`src/rtl/prbs_descrambler.sv`:
```
// Frame-synchronous PRBS descrambler: hunts for the sync byte, confirms frame
// alignment, then XORs each data byte with a 15-bit LFSR keystream reloaded at every sync.
module prbs_descrambler #(
  parameter int unsigned FRAME_LEN  = 188,
  parameter logic [7:0]  SYNC_BYTE  = 8'h47,
  parameter logic [14:0] SEED       = 15'b000000010101001,
  parameter int unsigned CONFIRM    = 3,
  parameter int unsigned MISS_LIMIT = 2
) (
  input  logic        clk,
  input  logic        rst,
  input  logic        in_valid,
  output logic        in_ready,
  input  logic [7:0]  in_data,
  output logic        out_valid,
  input  logic        out_ready,
  output logic [7:0]  out_data,
  output logic        out_sof,
  output logic        lock,
  output logic [14:0] lfsr_state
);

  localparam int unsigned POS_W   = (FRAME_LEN > 1) ? $clog2(FRAME_LEN) : 1;
  localparam int unsigned CNT_MAX = (CONFIRM > MISS_LIMIT) ? CONFIRM : MISS_LIMIT;
  localparam int unsigned CNT_W   = $clog2(CNT_MAX + 2);

  localparam logic [POS_W-1:0] POS_LAST  = POS_W'(FRAME_LEN - 1);
  localparam logic [POS_W-1:0] POS_AFTER = (FRAME_LEN > 1) ? POS_W'(1) : '0;
  localparam logic [CNT_W-1:0] CONFIRM_N = CNT_W'(CONFIRM);
  localparam logic [CNT_W-1:0] MISS_N    = CNT_W'(MISS_LIMIT);
  localparam logic [CNT_W-1:0] CNT_ONE   = CNT_W'(1);

  typedef enum logic [1:0] {ST_HUNT, ST_CONFIRM, ST_LOCKED} state_e;

  state_e           state_q, state_d;
  logic [POS_W-1:0] pos_q, pos_d;
  logic [CNT_W-1:0] sync_cnt_q, sync_cnt_d;
  logic [CNT_W-1:0] miss_cnt_q, miss_cnt_d;
  logic [14:0]      lfsr_q, lfsr_d;
  logic             out_valid_q, out_valid_d;
  logic [7:0]       out_data_q, out_data_d;
  logic             out_sof_q, out_sof_d;
  logic             lock_q, lock_d;

  logic [7:0]       ks_c;
  logic [14:0]      lfsr_adv_c;
  logic             accept_c;
  logic             at_sync_c;
  logic             is_sync_c;
  logic [POS_W-1:0] pos_inc_c;
  logic [CNT_W-1:0] sync_inc_c;
  logic [CNT_W-1:0] miss_inc_c;

  // Eight LFSR steps; the first keystream bit lands in bit 7.
  function automatic logic [22:0] lfsr_byte(input logic [14:0] s_in);
    logic [14:0] s;
    logic [7:0]  ks;
    logic        fb;
    s  = s_in;
    ks = '0;
    for (int i = 0; i < 8; i++) begin
      fb = s[14] ^ s[13];
      ks = {ks[6:0], fb};
      s  = {s[13:0], fb};
    end
    return {ks, s};
  endfunction

  assign {ks_c, lfsr_adv_c} = lfsr_byte(lfsr_q);

  assign in_ready   = out_ready | ~out_valid_q;
  assign accept_c   = in_valid & in_ready;
  assign at_sync_c  = (pos_q == '0);
  assign is_sync_c  = (in_data == SYNC_BYTE);
  assign pos_inc_c  = (pos_q == POS_LAST) ? '0 : pos_q + POS_W'(1);
  assign sync_inc_c = sync_cnt_q + CNT_ONE;
  assign miss_inc_c = miss_cnt_q + CNT_ONE;

  // Alignment FSM, keystream update and output register loading.
  always_comb begin
    state_d     = state_q;
    pos_d       = pos_q;
    sync_cnt_d  = sync_cnt_q;
    miss_cnt_d  = miss_cnt_q;
    lfsr_d      = lfsr_q;
    out_valid_d = out_valid_q & ~out_ready;
    out_data_d  = out_data_q;
    out_sof_d   = out_sof_q;

    if (accept_c) begin
      unique case (state_q)
        ST_HUNT: begin
          if (is_sync_c) begin
            state_d    = (CONFIRM_N <= CNT_ONE) ? ST_LOCKED : ST_CONFIRM;
            pos_d      = POS_AFTER;
            sync_cnt_d = CNT_ONE;
            miss_cnt_d = '0;
            lfsr_d     = SEED;
          end
        end
        ST_CONFIRM: begin
          if (at_sync_c) begin
            if (is_sync_c) begin
              sync_cnt_d = sync_inc_c;
              lfsr_d     = SEED;
              pos_d      = pos_inc_c;
              if (sync_inc_c >= CONFIRM_N) begin
                state_d    = ST_LOCKED;
                miss_cnt_d = '0;
              end
            end else begin
              // A non-sync byte can never start a new HUNT, so it is simply dropped.
              state_d    = ST_HUNT;
              pos_d      = '0;
              sync_cnt_d = '0;
            end
          end else begin
            lfsr_d = lfsr_adv_c;
            pos_d  = pos_inc_c;
          end
        end
        ST_LOCKED: begin
          if (at_sync_c) begin
            if (!is_sync_c && (miss_inc_c >= MISS_N)) begin
              state_d    = ST_HUNT;
              pos_d      = '0;
              sync_cnt_d = '0;
              miss_cnt_d = '0;
              lfsr_d     = SEED;
            end else begin
              miss_cnt_d  = is_sync_c ? '0 : miss_inc_c;
              lfsr_d      = SEED;
              pos_d       = pos_inc_c;
              out_valid_d = 1'b1;
              out_data_d  = in_data;
              out_sof_d   = 1'b1;
            end
          end else begin
            lfsr_d      = lfsr_adv_c;
            pos_d       = pos_inc_c;
            out_valid_d = 1'b1;
            out_data_d  = in_data ^ ks_c;
            out_sof_d   = 1'b0;
          end
        end
        default: begin
          state_d = ST_HUNT;
          pos_d   = '0;
        end
      endcase
    end

    lock_d = (state_d == ST_LOCKED);
  end

  always_ff @(posedge clk or negedge rst) begin
    if (!rst) begin
      state_q     <= ST_HUNT;
      pos_q       <= '0;
      sync_cnt_q  <= '0;
      miss_cnt_q  <= '0;
      lfsr_q      <= SEED;
      out_valid_q <= 1'b0;
      out_data_q  <= '0;
      out_sof_q   <= 1'b0;
      lock_q      <= 1'b0;
    end else begin
      state_q     <= state_d;
      pos_q       <= pos_d;
      sync_cnt_q  <= sync_cnt_d;
      miss_cnt_q  <= miss_cnt_d;
      lfsr_q      <= lfsr_d;
      out_valid_q <= out_valid_d;
      out_data_q  <= out_data_d;
      out_sof_q   <= out_sof_d;
      lock_q      <= lock_d;
    end
  end

  assign out_valid  = out_valid_q;
  assign out_data   = out_data_q;
  assign out_sof    = out_sof_q;
  assign lock       = lock_q;
  assign lfsr_state = lfsr_q;

endmodule

```
`config.mk`:
```
export PLATFORM = sky130hd
export DESIGN_NAME = prbs_descrambler
export DESIGN_NICKNAME = d
export VERILOG_FILES = /design/src/rtl/prbs_descrambler.sv
export SDC_FILE = /design/constraint.sdc
export NUM_CORES = 1
export LEC_CHECK = 0
export ABC_AREA = 1
export ABC_CLOCK_PERIOD_IN_PS = 2100
export CAP_MARGIN = 20
export CORE_ASPECT_RATIO = 0.9
export CORE_UTILIZATION = 30
export DETAILED_ROUTE_END_ITERATION = 12
export PLACE_DENSITY = 0.57
export RECOVER_POWER = 25
export SLEW_MARGIN = 20
export SYNTH_ARGS = -nofsm -noshare
export SYNTH_HDL_FRONTEND = slang
export SYNTH_SLANG_ARGS = --single-unit
```
`constraint.sdc`:
```
create_clock -name clk -period 2.1 [get_ports clk]
set_clock_uncertainty 0.1 [all_clocks]
set_input_delay 0.42 -clock clk [delete_from_list [all_inputs] [get_ports clk]]
set_output_delay 0.42 -clock clk [all_outputs]
set_load 0.02 [all_outputs]
```
Word-level counts from Yosys, hierarchy flattened
Cells that the tools add are included.

$lt $le $gt $ge: 2. Reduce and logical (&&, ||, !) cells: 10. Eq/ne operators: 12. Muxes and demuxes: 41. Bitwise operators: 14. Add/subtract/negate cells: 3.

Operators with widths (number): 8-bit two-way mux (8); 15-bit two-way mux (3); 15-bit one-hot mux with 3 select lines (1); 3-bit two-way mux (12); 8-bit one-hot mux with 3 select lines (1); 3-bit one-hot mux with 3 select lines (2); 2-bit two-way mux (7); 2-bit != test, second input constant (7); 8-bit by 1-bit adder with 8-bit output, second input constant (1); 8-bit by 7-bit == test with 1-bit output, second input constant (1); 8-bit == test, second input constant (1); 8-bit zero test (1); 1-bit bitwise XOR (8); 8-bit bitwise XOR (1); 7-bit AND reduction (1); 3-bit by 1-bit adder with 3-bit output, second input constant (2); 3-bit by 2-bit >= comparator with 1-bit output, second input constant (2); 1-bit two-way mux (6); 2-bit one-hot mux with 3 select lines (1); 6-bit AND reduction (1); 2-bit == test, second input constant (2); 2-bit AND reduction (2); 3-bit AND reduction (1); 3-bit nonzero test (1); 7 further kinds (9).

Input bits: 12. Output and inout port bits: 27. Word-level logic and storage cells: 91. Flip-flop bits (word level): 42.

Longest topological paths before layout
Word-level depth: 8. Depth in mapped cells: 13. Gate-level depth less buffers: 13.

Least setup slack after synthesis
Ideal clock, no wire load.

Kind: flip-flop to flip-flop. Start point: register state_q[1]. End point: register pos_q[2]. Setup time: 0.127 ns. Required time: 1.873 ns. Arrival time: 1.575 ns. Period minus slack after synthesis: 1.802 ns. Buffers on the path: 0. Path slack: 0.298 ns. Cell stages (with the launch flop): 9. Path through: dfrtp_1 > inv_1 > ha_1 > nor2_1 > nor2_8 > inv_1 > nand3_1 > nand2_1 > o21ai_0.

Cells in the longest elaborated chain, start to end: 3. Elaborated cells between the ends (all ways): 6. Classes of those cells: eq/ne: 3; mux: 1; reduce/logical: 2.

RTL lines: start: declaration (RTL line 35) `state_e state_q, state_d;`; start signal: assignment (RTL line 168) `state_q <= state_d;`; 2-bit zero test (RTL line 91) `unique case (state_q)`; 2-bit != test (no source line); 2-bit AND reduction (no source line); end signal: assignment (RTL line 169) `pos_q <= pos_d;`; end: declaration (RTL line 36) `logic [POS_W-1:0] pos_q, pos_d;`.

Several ways; a longest one is shown, not always the timed one. A chain may end at the register's enable or synchronous reset.

Worst setup path in the final report
Start point: register lfsr_q[7] (netlist: lfsr_state[7]). End point: output lfsr_state[7].

RTL lines: start: declaration (RTL line 39) `logic [14:0] lfsr_q, lfsr_d;`; start signal: assignment (RTL line 172) `lfsr_q <= lfsr_d;`; end: declaration (RTL line 20) `output logic [14:0] lfsr_state`.

No word-level cell between the ends.

==> key figures <==
Run status
  • Status: finished clean

Synth
  • Seq cells post-synth: 42
  • Post-synth ARST share: 100%
  • Synth warnings: 0
  • Yosys cell types: 25
  • Gate count of the mapped netlist: just over 300
  • Yosys top cell by area: dfrtp_1
  • Mapped cell area: 2450 µm²
  • EDFF count, synth: 0
  • Main synth FF type: dfrtp_1
  • Dominant cells by area after synthesis: dfrtp_1, nand2_1, xor2_1
  • Post-synth net total: 324
  • Yosys top cell area share: between 30% and 40%
  • Register area share after synthesis: 43.0%
  • Average size of a mapped cell: 8.12 µm²

STA
  • Minimum clock period: 2.02 ns
  • Hold Vio Cnt, Final: 0
  • Fmax: 495 MHz
  • Slew HR: 18.7%
  • Hold slack: 0.387 ns
  • Slew at the pin closest to its max-slew limit: around 1.2 ns
  • Fin crit share: 96.2%
  • Setup violators final: 0
  • Max-slew violation count: 0
  • RSZ-0062 raised after global routing: false

Finish
  • Final Cell Area: roughly 3200 µm²
  • Final net count: roughly 390
  • Ratio of cells with drive above 1 in the final layout: 16.0%
  • Layout area overhead: 32.2%
  • # diodes: 0

Hold path
  • Hold path depth: 2
  • HP Class: reg2reg

Global routing
  • Gr usage total: 14.2%
  • Grt total ovfl: 0
  • Largest net degree at the start of global routing: 23
  • Vias in the first global route: ~2000
  • First-pass GRT wire length: 9.74 mm
  • Initial antenna violation count: 0

Worst setup path
  • WS Path Type: reg2out
  • CP delay by family, top: buffers and inverters
  • CP max stage delay: 0.62 ns
  • R2R setup slack: 0.26 ns
  • Register-to-Register Path Depth: 9
  • Worst-path maximum fanout: 4
  • CP max-delay cell: clkdlybuf4s50_1
  • CP arrival: 1.50 ns
  • Crit-path cells: clkdlybuf4s50_1
  • Crit path launch: lfsr_state[7]$_DFFE_PN1P_
  • FF-to-FF Start: pos_q[0]$_DFFE_PN0P_
  • Type of origin of the critical path: register
  • Worst path bufs/invs: 1
  • Worst path depth: 1
  • Critical path required time: 1.58 ns
  • FF-to-FF End: pos_q[5]$_DFFE_PN0P_
  • Crit end category: output pin
  • Worst setup endpoint: lfsr_state[7]

Routing
  • Wire per inst: 12.2 µm
  • Post-route ant nets: 0
  • Residual DRC: 0
  • 1st-iter DRT viols: 108
  • Drt total wl: 5.66 mm
  • Vias post-DR: 2091
  • Vias per std cell: 4.51
  • First drt pass iteration count: 4

Power and ir drop
  • Max VDD drop: 348 µV
  • Tot Pwr: 2.82 mW
  • Leakage power figure: 1.58 nW
  • PD cells: between 800 and 900 nW/µm²

Placement
  • DP Wirelength: 4.40 mm
  • Port Buffers: 38
  • Gpl congestion: 0.830
  • Post-DP Area: between 3000 and 4000 µm²

Clocking
  • CTS tree: built
  • TritonCTS Sinks: 42
  • Root buf cell: clkbuf_8
  • H-tree lvl count: 2
  • CTS max path bufs: 2
  • CTS clk-pin slew, worst paths: around 0.09 ns
  • Clock Latency Late Sink: 0.30 ns
  • Num CTS Buffers: 5
  • Setup Buffers After CTS: 0

Floorplan
  • Die width: slightly below 100 µm
  • Die area: about 8500 µm²
  • Initial Utilization: 31.7%
  • Row cnt: 30
  • I/O Pins: 39
  • Core box area: 7730 µm²
  • Die H: 87.8 µm

Run
  • Max-cap violations: 0
cell usage after synthesis, drive strengths merged (4+ instances only):
master and n:
nand2 76, o21ai 42, inv 40, dfrtp 38, nor2 31, nand3 28
xor2 20, ha 10, buf 5, dfstp 4, nor3 4
state kept, by name, summed over array words and instances (netlist names):
register and cells:
lfsr_state 15, miss_cnt_q 3, sync_cnt_q 3, out_data 8, lock 1, out_valid 1
pos_q 8, state_q 2, out_sof 1
metal layers:
metal	GRT usage, %	wire, µm	vias up	part of all wire [%]
li1	-	-	1077	-
met1	20.7	2940	969	52
met2	21.4	2460	36	44
met3	2.47	177	9	3.1
met4	4.41	81	0	1.4
met5	0	0	-	0
cell families after synthesis:
logic type | share of synthesized area [%]
buffers and inverters | 8.52
AOI/OAI and AO/OA | 10.7
adders and majority gates | 5.10
xor gates and xnor gates | 7.50
DFF | 43.0
and+or+nand+nor | 25.1
how the worst min path moves through the flow:
stage                        startpoint                    endpoint  slack [ns]
global placement                    rst        pos_q[6]$_DFFE_PN0P_        0.33
detailed placement                  rst        pos_q[6]$_DFFE_PN0P_        0.33
floorplan                           rst  lfsr_state[10]$_DFFE_PN0P_        0.02
global route        out_sof$_DFFE_PN0P_         out_sof$_DFFE_PN0P_        0.41
CTS                 out_sof$_DFFE_PN0P_         out_sof$_DFFE_PN0P_        0.40
finish              out_sof$_DFFE_PN0P_         out_sof$_DFFE_PN0P_        0.39
final cells by class:
type | count | area [µm²]
fillers | 785 | 4490
flip-flops and latches | 42 | 1060
well taps | 96 | 120
inverters | 40 | 150
clock inverters | 3 | 43.8
repair buffers | 63 | 601
clock buffers | 5 | 68.8
multi-input cells | 215 | 1200
cells in the final DEF, fill, tap and decap left out, drive strengths merged:
| master | Yosys | final |
|---|---|---|
| nand3 | 28 | 28 |
| nand2 | 76 | 76 |
| clkbuf | 0 | 6 |
| inv | 40 | 41 |
| xnor2 | 1 | 1 |
| a31oi | 1 | 1 |
| dfrtp | 38 | 38 |
| or2 | 1 | 1 |
| xor2 | 20 | 20 |
| buf | 5 | 24 |
| dlygate4sd2 | 0 | 1 |
| dfstp | 4 | 4 |
| dlygate4sd3 | 0 | 1 |
| a21oi | 1 | 1 |
| clkdlybuf4s50 | 0 | 36 |
| clkinv | 0 | 1 |
| bufinv | 0 | 1 |
| nor2 | 31 | 31 |
| nor3 | 4 | 4 |
| o21ai | 42 | 42 |
| ha | 10 | 10 |
power by group:
| part | total (mW) | switching (mW) | internal (mW) | leakage (nW) |
|---|---|---|---|---|
| sequential | 1.16 | 0.158 | 0.998 | 0.551 |
| combinational | 1.00 | 0.585 | 0.415 | 0.968 |
| clock | 0.661 | 0.304 | 0.357 | 0.0585 |
stage by stage:
stage,worst slack [ns],cells,TNS (ns),util [%]
after floorplan,0.298,302,0,-
after global placement,-0.101,455,-0.512,40.2
after detailed placement,-0.111,455,-0.622,40.2
after CTS,0.0176,464,0,41.8
after global routing,0.00196,464,0,41.9
final,0.0799,464,0,41.9
timing repair:
action | in CTS | in global routing
hold endpoints to repair | 17 | 0
hold buffers | 1 | 0
endpoints found under the setup margin | 1 | 15
resized for setup | 1 | 3
pin swaps | 0 | 0
Power figures use the tool's default switching activity.
